**config.mk**
```make
export PLATFORM = sky130hd
export DESIGN_NAME = l2_port_scheduler
export DESIGN_NICKNAME = d
export VERILOG_FILES = /design/src/rtl/l2_port_scheduler.sv
export SDC_FILE = /design/constraint.sdc
export NUM_CORES = 1
export LEC_CHECK = 0
export CORE_AREA = 4 4 319 321
export CTS_CLUSTER_SIZE = 25
export DETAILED_ROUTE_END_ITERATION = 6
export DIE_AREA = 0 0 323 325
export PLACE_DENSITY = 0.49
export SLEW_MARGIN = 5
export SYNTH_ARGS = -nofsm -noshare
export SYNTH_HDL_FRONTEND = slang
export SYNTH_SLANG_ARGS = --single-unit
```
**constraint.sdc**
```tcl
create_clock -name clk -period 23.2 [get_ports clk]
set_input_delay 5.8 -clock clk [delete_from_list [all_inputs] [get_ports clk]]
set_output_delay 5.8 -clock clk [all_outputs]
set_load 0.01 [all_outputs]
```
**src/rtl/l2_port_scheduler.sv**
```systemverilog
// l2_port_scheduler: registered arbiter sharing one L2 port between the
// icache and dcache, dcache first with a bounded icache starvation window.
module l2_port_scheduler #(
    parameter int STARVE_LIMIT = 2,
    parameter int CNT_W        = 2
) (
    input  logic         clk,
    input  logic         reset,
    input  logic         i_pmem_read,
    input  logic         i_pmem_write,
    input  logic [15:0]  i_pmem_address,
    input  logic [127:0] i_pmem_wdata,
    output logic [127:0] i_pmem_rdata,
    output logic         i_pmem_resp,
    input  logic         d_pmem_read,
    input  logic         d_pmem_write,
    input  logic [15:0]  d_pmem_address,
    input  logic [127:0] d_pmem_wdata,
    output logic [127:0] d_pmem_rdata,
    output logic         d_pmem_resp,
    input  logic [127:0] L2_rdata,
    input  logic         L2_resp,
    output logic         L2_read,
    output logic         L2_write,
    output logic [15:0]  L2_address,
    output logic [127:0] L2_wdata
);

    typedef enum logic [1:0] {
        IDLE,
        GRANT_I,
        GRANT_D,
        TURN
    } state_t;

    localparam logic [CNT_W-1:0] LIMIT = CNT_W'(STARVE_LIMIT);

    state_t             state, state_nx;
    logic [CNT_W-1:0]   starve_q, starve_nx;
    logic               side_d_q, side_d_nx;
    logic               op_wr_q, op_wr_nx;
    logic [15:0]        addr_q, addr_nx;
    logic [127:0]       wdata_q, wdata_nx;
    logic [127:0]       i_rdata_q, d_rdata_q;
    logic               i_pend, d_pend, pick_i, granted;

    assign i_pend = i_pmem_read | i_pmem_write;
    assign d_pend = d_pmem_read | d_pmem_write;
    assign pick_i = i_pend & (~d_pend | (starve_q == LIMIT));

    always_comb begin
        state_nx  = state;
        starve_nx = starve_q;
        side_d_nx = side_d_q;
        op_wr_nx  = op_wr_q;
        addr_nx   = addr_q;
        wdata_nx  = wdata_q;
        unique case (state)
            IDLE: begin
                if (pick_i) begin
                    state_nx  = GRANT_I;
                    side_d_nx = 1'b0;
                    op_wr_nx  = i_pmem_write;
                    addr_nx   = i_pmem_address;
                    wdata_nx  = i_pmem_wdata;
                    starve_nx = '0;
                end else if (d_pend) begin
                    state_nx  = GRANT_D;
                    side_d_nx = 1'b1;
                    op_wr_nx  = d_pmem_write;
                    addr_nx   = d_pmem_address;
                    wdata_nx  = d_pmem_wdata;
                    // only count dcache wins that made a waiting icache lose
                    if (!i_pend)
                        starve_nx = '0;
                    else if (starve_q != LIMIT)
                        starve_nx = starve_q + CNT_W'(1);
                end
            end
            GRANT_I, GRANT_D: begin
                if (L2_resp)
                    state_nx = TURN;
            end
            TURN: state_nx = IDLE;
            default: state_nx = IDLE;
        endcase
    end

    always_ff @(posedge clk or posedge reset) begin
        if (reset) begin
            state    <= IDLE;
            starve_q <= '0;
            side_d_q <= 1'b0;
            op_wr_q  <= 1'b0;
            addr_q   <= '0;
            wdata_q  <= '0;
        end else begin
            state    <= state_nx;
            starve_q <= starve_nx;
            side_d_q <= side_d_nx;
            op_wr_q  <= op_wr_nx;
            addr_q   <= addr_nx;
            wdata_q  <= wdata_nx;
        end
    end

    always_ff @(posedge clk or posedge reset) begin
        if (reset) begin
            i_rdata_q <= '0;
            d_rdata_q <= '0;
        end else if (L2_resp && !op_wr_q) begin
            if (state == GRANT_I)
                i_rdata_q <= L2_rdata;
            if (state == GRANT_D)
                d_rdata_q <= L2_rdata;
        end
    end

    assign granted      = (state == GRANT_I) | (state == GRANT_D);
    assign L2_read      = granted & ~op_wr_q;
    assign L2_write     = granted & op_wr_q;
    assign L2_address   = addr_q;
    assign L2_wdata     = wdata_q;
    assign i_pmem_resp  = (state == TURN) & ~side_d_q;
    assign d_pmem_resp  = (state == TURN) & side_d_q;
    assign i_pmem_rdata = i_rdata_q;
    assign d_pmem_rdata = d_rdata_q;

endmodule

```
==> results of run 1 <==
==> power breakdown <==
part / internal (W) / switching (W)
clock: 0.000482 / 0.000325
sequential: 0.00107 / 0.000216
combinational: 0.00102 / 0.000879
==> synthesized netlist by cell type <==
cell	instances
mux2_2	256
o41ai_2	1
ha_1	6
a21boi_0	1
dfrtp_1	406
nor2_2	1
nand2_1	6
o41a_1	1
buf_1	4
o31ai_1	1
o21bai_1	1
and2_1	2
o21ba_2	1
nor3b_1	1
nor2_1	145
buf_2	43
or2_1	1
o21ai_0	147
a31oi_1	145
a21oi_1	147
buf_6	2
nor4_1	1
inv_1	4
buf_4	8
a2bb2oi_1	2
nor2b_1	4
nand3_1	2
clkbuf_1	66
==> per-stage QoR <==
step / setup slack, ns / hold slack [ns] / area (um2) / power (W)
after floorplan: 6.11 / 0.454 / 16800 / 0.00209
after global placement: 14.21 / 0.473 / 26300 / 0.00320
after detailed placement: 14.16 / 0.484 / 26300 / 0.00322
after CTS: 14.84 / 0.495 / 28000 / 0.00407
after global routing: 14.66 / 0.511 / 28000 / 0.00424
final: 14.82 / 0.490 / 28000 / 0.00399
==> worst paths after layout <==
path | start | cells after the start | end
max reg2reg | state[0] | 6 | d_pmem_rdata[120]
max in group asynchronous | reset | 4 | L2_wdata[33]
min reg2reg | starve_q[1] | 2 | starve_q[1]
max | i_pmem_read | 5 | L2_wdata[74]
min | starve_q[1] | 2 | starve_q[1]
min in group asynchronous | reset | 2 | d_pmem_rdata[76]
==> registers in the layout, summed over array words and instances (netlist names) <==
signal,flops
L2_wdata,128
d_pmem_rdata,128
i_pmem_rdata,128
L2_address,16
starve_q,2
state,2
op_wr_q,1
side_d_q,1
==> routing by layer <==
metal  up-vias  wire length, um  track usage (%)
li1       6629                -                -
met5         -               73                0
met3       125             7960             5.80
met2       719            38200             24.2
met1      7405            31000             16.9
met4        10             2340             5.05
==> cells by family (layout without fill, tap and decap cells) <==
group	count (synthesis)	in the layout	synth area share, %
buffers and inverters	127	941	3.43
other	0	12	0
DFF	406	406	60.5
AOI/OAI and AO/OA	447	447	14.6
adders and majority gates	6	6	0.447
and+or+nand+nor	163	163	3.82
muxes	256	256	17.2
==> critical path, stage by stage <==
cell	delay (ns)
clkdlybuf4s50_1	0.58
nor2_4	1.02
buf_4	0.84
o21ai_0	0.34
a21oi_1	0.21
==> final cells by class <==
type	count	area, um2	area share, %
clock inverter	15	190	0.678
sequential	406	10200	36.2
inverter	4	22.5	0.0803
timing repair buffer	844	8400	30.0
multi-input combinational	872	6110	21.8
clock buffer	78	1510	5.38
tap	1298	1620	5.79
antenna	12	30.0	0.107
==> cell usage in the layout (no fill, tap or decap), drive strengths merged, types with 2 or more instances in the layout <==
cell type and count:
buf 18, clkbuf 78, dfrtp 406, a21oi 147, inv 7, clkdlybuf4s50 826
a31oi 145, clkinv 8, nor2b 4, o21ai 147, and2 2, ha 6
nand3 2, nand2 6, a2bb2oi 2, bufinv 3, diode 12, mux2 256
nor2 146
==> flow_summary.json, run 1 <==
{
  "clock_latency_ns": 0.61,
  "grt_pass1_wl_um": 114000,
  "grt_overflow": 0,
  "dp.cells": 3424,
  "period_needed_ns": 8.38,
  "cap_violations": 0,
  "grt_usage_pct": 14.5,
  "syn_avg_cell_area_um2": 12.0,
  "start_util_pct": 16.9,
  "power.density_mw_per_mm2": 142,
  "fp.dieArea_mm2": 0.105,
  "cts.sinks": 406,
  "ff2ff_setup_slack_ns": 20.06,
  "min_period_over_period_pct": 36.1,
  "worstSetupStartpointType": "input port",
  "dp_hpwl_um": 59700,
  "synth_nets": 1834,
  "netlist_area_mm2": 0.0168,
  "portBuffers": 826,
  "netlist.area_leader.share_pct": 60.5,
  "fmax_ghz": 0.119,
  "io_pins": 827,
  "drt_pass1_iterations": 5,
  "wl_per_cell_um": 22.5,
  "cts_hold_buffers": 0,
  "fin_nets": 2608,
  "coreArea_mm2": 0.0993,
  "syn2layout_area_growth_pct": 67.0,
  "path_class": "input port to flop",
  "cts_setup_buffers": 0,
  "grt_pass1_vias": 15981,
  "cts_resized": 0,
  "num-fill-cells": 10300,
  "vias": 14888,
  "grt_max_degree": 103,
  "syn_inst": 1405,
  "yosysWarnings": 0,
  "rows": 116,
  "rsz0062_at_grt": "no",
  "root_buffer": "clkbuf_16",
  "drc": 0,
  "cts.path.max_buffers": 3,
  "final_util_pct": 28.2,
  "cp_max_fo": 94,
  "slew_headroom_pct": 12.9,
  "hold_viol": 0,
  "gp_congestion": 0.826,
  "drive_above_1_share_pct": 16.3,
  "antenna_found_initial": 27,
  "fin_skew_ns": 0.0232,
  "drtIter0Drc": 710,
  "cts_tree": "built",
  "worst_slew_pin_slew_ns": 1.31,
  "drv_slew": 0,
  "ir_worst_vdd_mv": 0.0557,
  "die_w_um": 323,
  "yosys.area.top_type": "dfrtp_1",
  "status": "finished clean",
  "wl_um": 79600,
  "cts_htree_levels": 2,
  "die_h_um": 325,
  "tns_ns": 0,
  "required_ns": 23.74,
  "yosysSeqAreaShare_pct": 60.5,
  "ant_nets": 0,
  "critical_path_arrival_ns": 8.92,
  "ys_types": 28,
  "cp-end-kind": "flop",
  "ys_top_cells_by_area": "dfrtp_1, mux2_2, a31oi_1, a21oi_1, o21ai_0",
  "finalNonFillerCells": 3529,
  "finalSetupViolCount": 0,
  "path_clk_slew_ns": 0.06,
  "synth_seq_cells": 406,
  "cts_buffers": 51,
  "hp-class": "flop to flop",
  "via_per_inst": 4.22,
  "leakagePower_nw": 11.1
}
Note: power is estimated with default switching activity, not from simulation.
==> inputs of run 2 (changes only) <==
CORE_AREA = 4 4 318 320   (was 4 4 319 321)
DIE_AREA = 0 0 322 324   (was 0 0 323 325)
PLACE_DENSITY = 0.51   (was 0.49)
clock period = 6.85 ns   (was 23.2 ns; I/O delays follow)
==> flow_summary.json, run 2 (synthesis results as in run 1) <==
{
  "final_common_cell": "clkdlybuf4s50_1",
  "finalWorstSetupSlack_ns": 2.85,
  "crit_path_cell_trace": "ha_1 > nor2b_1 > clkdlybuf4s50_1",
  "drc": 0,
  "required_ns": 5.14,
  "grt_pass1_vias": 15235,
  "drv_slew": 0,
  "r2r_end": "L2_wdata[93]",
  "portBuffers": 826,
  "gp_congestion": 0.843,
  "dp.cells": 3421,
  "start_util_pct": 17.1,
  "wl_um": 81100,
  "antenna_found_initial": 29,
  "fin_skew_ns": 0.00999,
  "cts_htree_levels": 2,
  "root_buffer": "clkbuf_16",
  "power.density_mw_per_mm2": 480,
  "finalNonFillerCells": 3527,
  "mostFrequentLayoutCells": "clkdlybuf4s50_1, dfrtp_1, mux2_2",
  "cts_buffers": 51,
  "fin_nets": 2616,
  "cp_slowest_cell": "clkdlybuf4s50_1",
  "vias": 14790,
  "critical_path_arrival_ns": 2.29,
  "fmax_ghz": 0.250,
  "period_needed_ns": 4.00,
  "tns_ns": 0,
  "cts_tree": "built",
  "critical_path.startpoint": "state[0]",
  "fp.dieArea_mm2": 0.104,
  "whs_ns": 0.498,
  "status": "finished clean",
  "clock_latency_ns": 0.61,
  "power_switching_w": 0.00484,
  "cap_violations": 0,
  "io_pins": 827,
  "hp-class": "flop to flop",
  "grt_max_degree": 147,
  "worst_slew_pin_slew_ns": 1.13,
  "seqPwrFrac_pct": 32.0,
  "internal-power_w": 0.00872,
  "r2r-start": "state[0]",
  "ff2ff_path_depth": 7,
  "cp_max_fo": 4,
  "place_ws_ns": 2.44,
  "path_clk_slew_ns": 0.06,
  "grt_pass1_wl_um": 113000,
  "cts.sinks": 406,
  "num-fill-cells": 10185,
  "via_per_inst": 4.19,
  "min_period_over_period_pct": 58.4,
  "die_w_um": 322,
  "syn2layout_area_growth_pct": 68.0,
  "rsz0062_at_grt": "no",
  "worstSetupStartpointType": "flop",
  "drt_pass1_iterations": 5,
  "hold_viol": 0,
  "path_class": "flop to output port",
  "max_stage_delay_ns": 0.60,
  "drive_above_1_share_pct": 16.6,
  "ff2ff_setup_slack_ns": 4.07,
  "swShare_pct": 35.7,
  "rows": 115,
  "die_h_um": 324,
  "grt_overflow": 0,
  "dp_hpwl_um": 60600,
  "cts_hold_buffers": 0,
  "finalSetupViolCount": 0,
  "ir_worst_vdd_mv": 0.209,
  "drtIter0Drc": 934,
  "worstHoldPathCells": 2,
  "slew_headroom_pct": 24.5,
  "coreArea_mm2": 0.0981,
  "grt_usage_pct": 14.7,
  "cts.path.max_buffers": 3,
  "cp-end-kind": "output port",
  "clkPwrFrac_pct": 20.0,
  "cts_setup_buffers": 0,
  "cts_resized": 0,
  "crit_end": "i_pmem_resp",
  "wl_per_cell_um": 23.0,
  "ant_nets": 0,
  "leakagePower_nw": 11.1,
  "hold_start": "starve_q[1]",
  "pwr-share-comb_pct": 48.0,
  "final_util_pct": 28.7
}
-- run 2: cell types whose count changed in the layout (fill, tap and decap cells not counted), sizes merged --
cell	delta
buf	+8
bufinv	-2
clkbuf	+2
clkinv	+2
clkinvlp	+1
diode	+1
inv	-3
-- run 2: how the worst min path moves through the flow --
stage,end,slack (ns)
2_1_floorplan,starve_q[1],0.45
3_3_place_gp,starve_q[1],0.48
3_5_place_dp,starve_q[0],0.49
4_1_cts,starve_q[0],0.50
5_1_grt,d_pmem_rdata[67],0.51
6_report,starve_q[1],0.50
-- run 2: stage by stage --
| stage | power (W) | instance area (um2) |
|---|---|---|
| 2_1_floorplan | 0.00708 | 16800 |
| 3_3_place_gp | 0.0109 | 26500 |
| 3_5_place_dp | 0.0110 | 26500 |
| 4_1_cts | 0.0138 | 28200 |
| 5_1_grt | 0.0144 | 28200 |
| 6_report | 0.0136 | 28200 |
-- run 2: power by group through the flow --
| stage | sequential (W) | combinational [W] | clock [W] |
|---|---|---|---|
| global placement | 0.00434 | 0.00660 | 0 |
| global route | 0.00448 | 0.00699 | 0.00291 |
| CTS | 0.00434 | 0.00663 | 0.00282 |
| detailed placement | 0.00435 | 0.00661 | 0 |
| floorplan | 0.00482 | 0.00226 | 0 |
| finish | 0.00433 | 0.00650 | 0.00272 |
-- run 2: layer usage --
metal	wire, um	GRT usage, %	vias up
met4	1810	4.88	12
met3	8030	5.80	109
met2	38800	24.0	666
li1	-	-	6651
met5	95	0	-
met1	32400	17.7	7352
-- run 2: final cells by class --
cell class              instances  area, um2  share of cell area (%)
diodes                         13       32.5                   0.115
multi-input cells             872       6110                    21.6
repair buffers                852       8600                    30.5
inverters                       4       18.8                  0.0665
clock buffers                  80       1550                    5.48
well taps                    1287       1610                    5.71
flip-flops and latches        406      10200                    36.0
clock inverters                13        136                   0.483
-- run 2: critical path, delay by kind of cell, from the launching register on --
kind                     cells  cell delay, ns
AND/OR/NAND/NOR              1            0.26
flip-flops                   1            0.40
buffers and inverters        1            0.60
adder cells (fa/ha/maj)      1            0.41
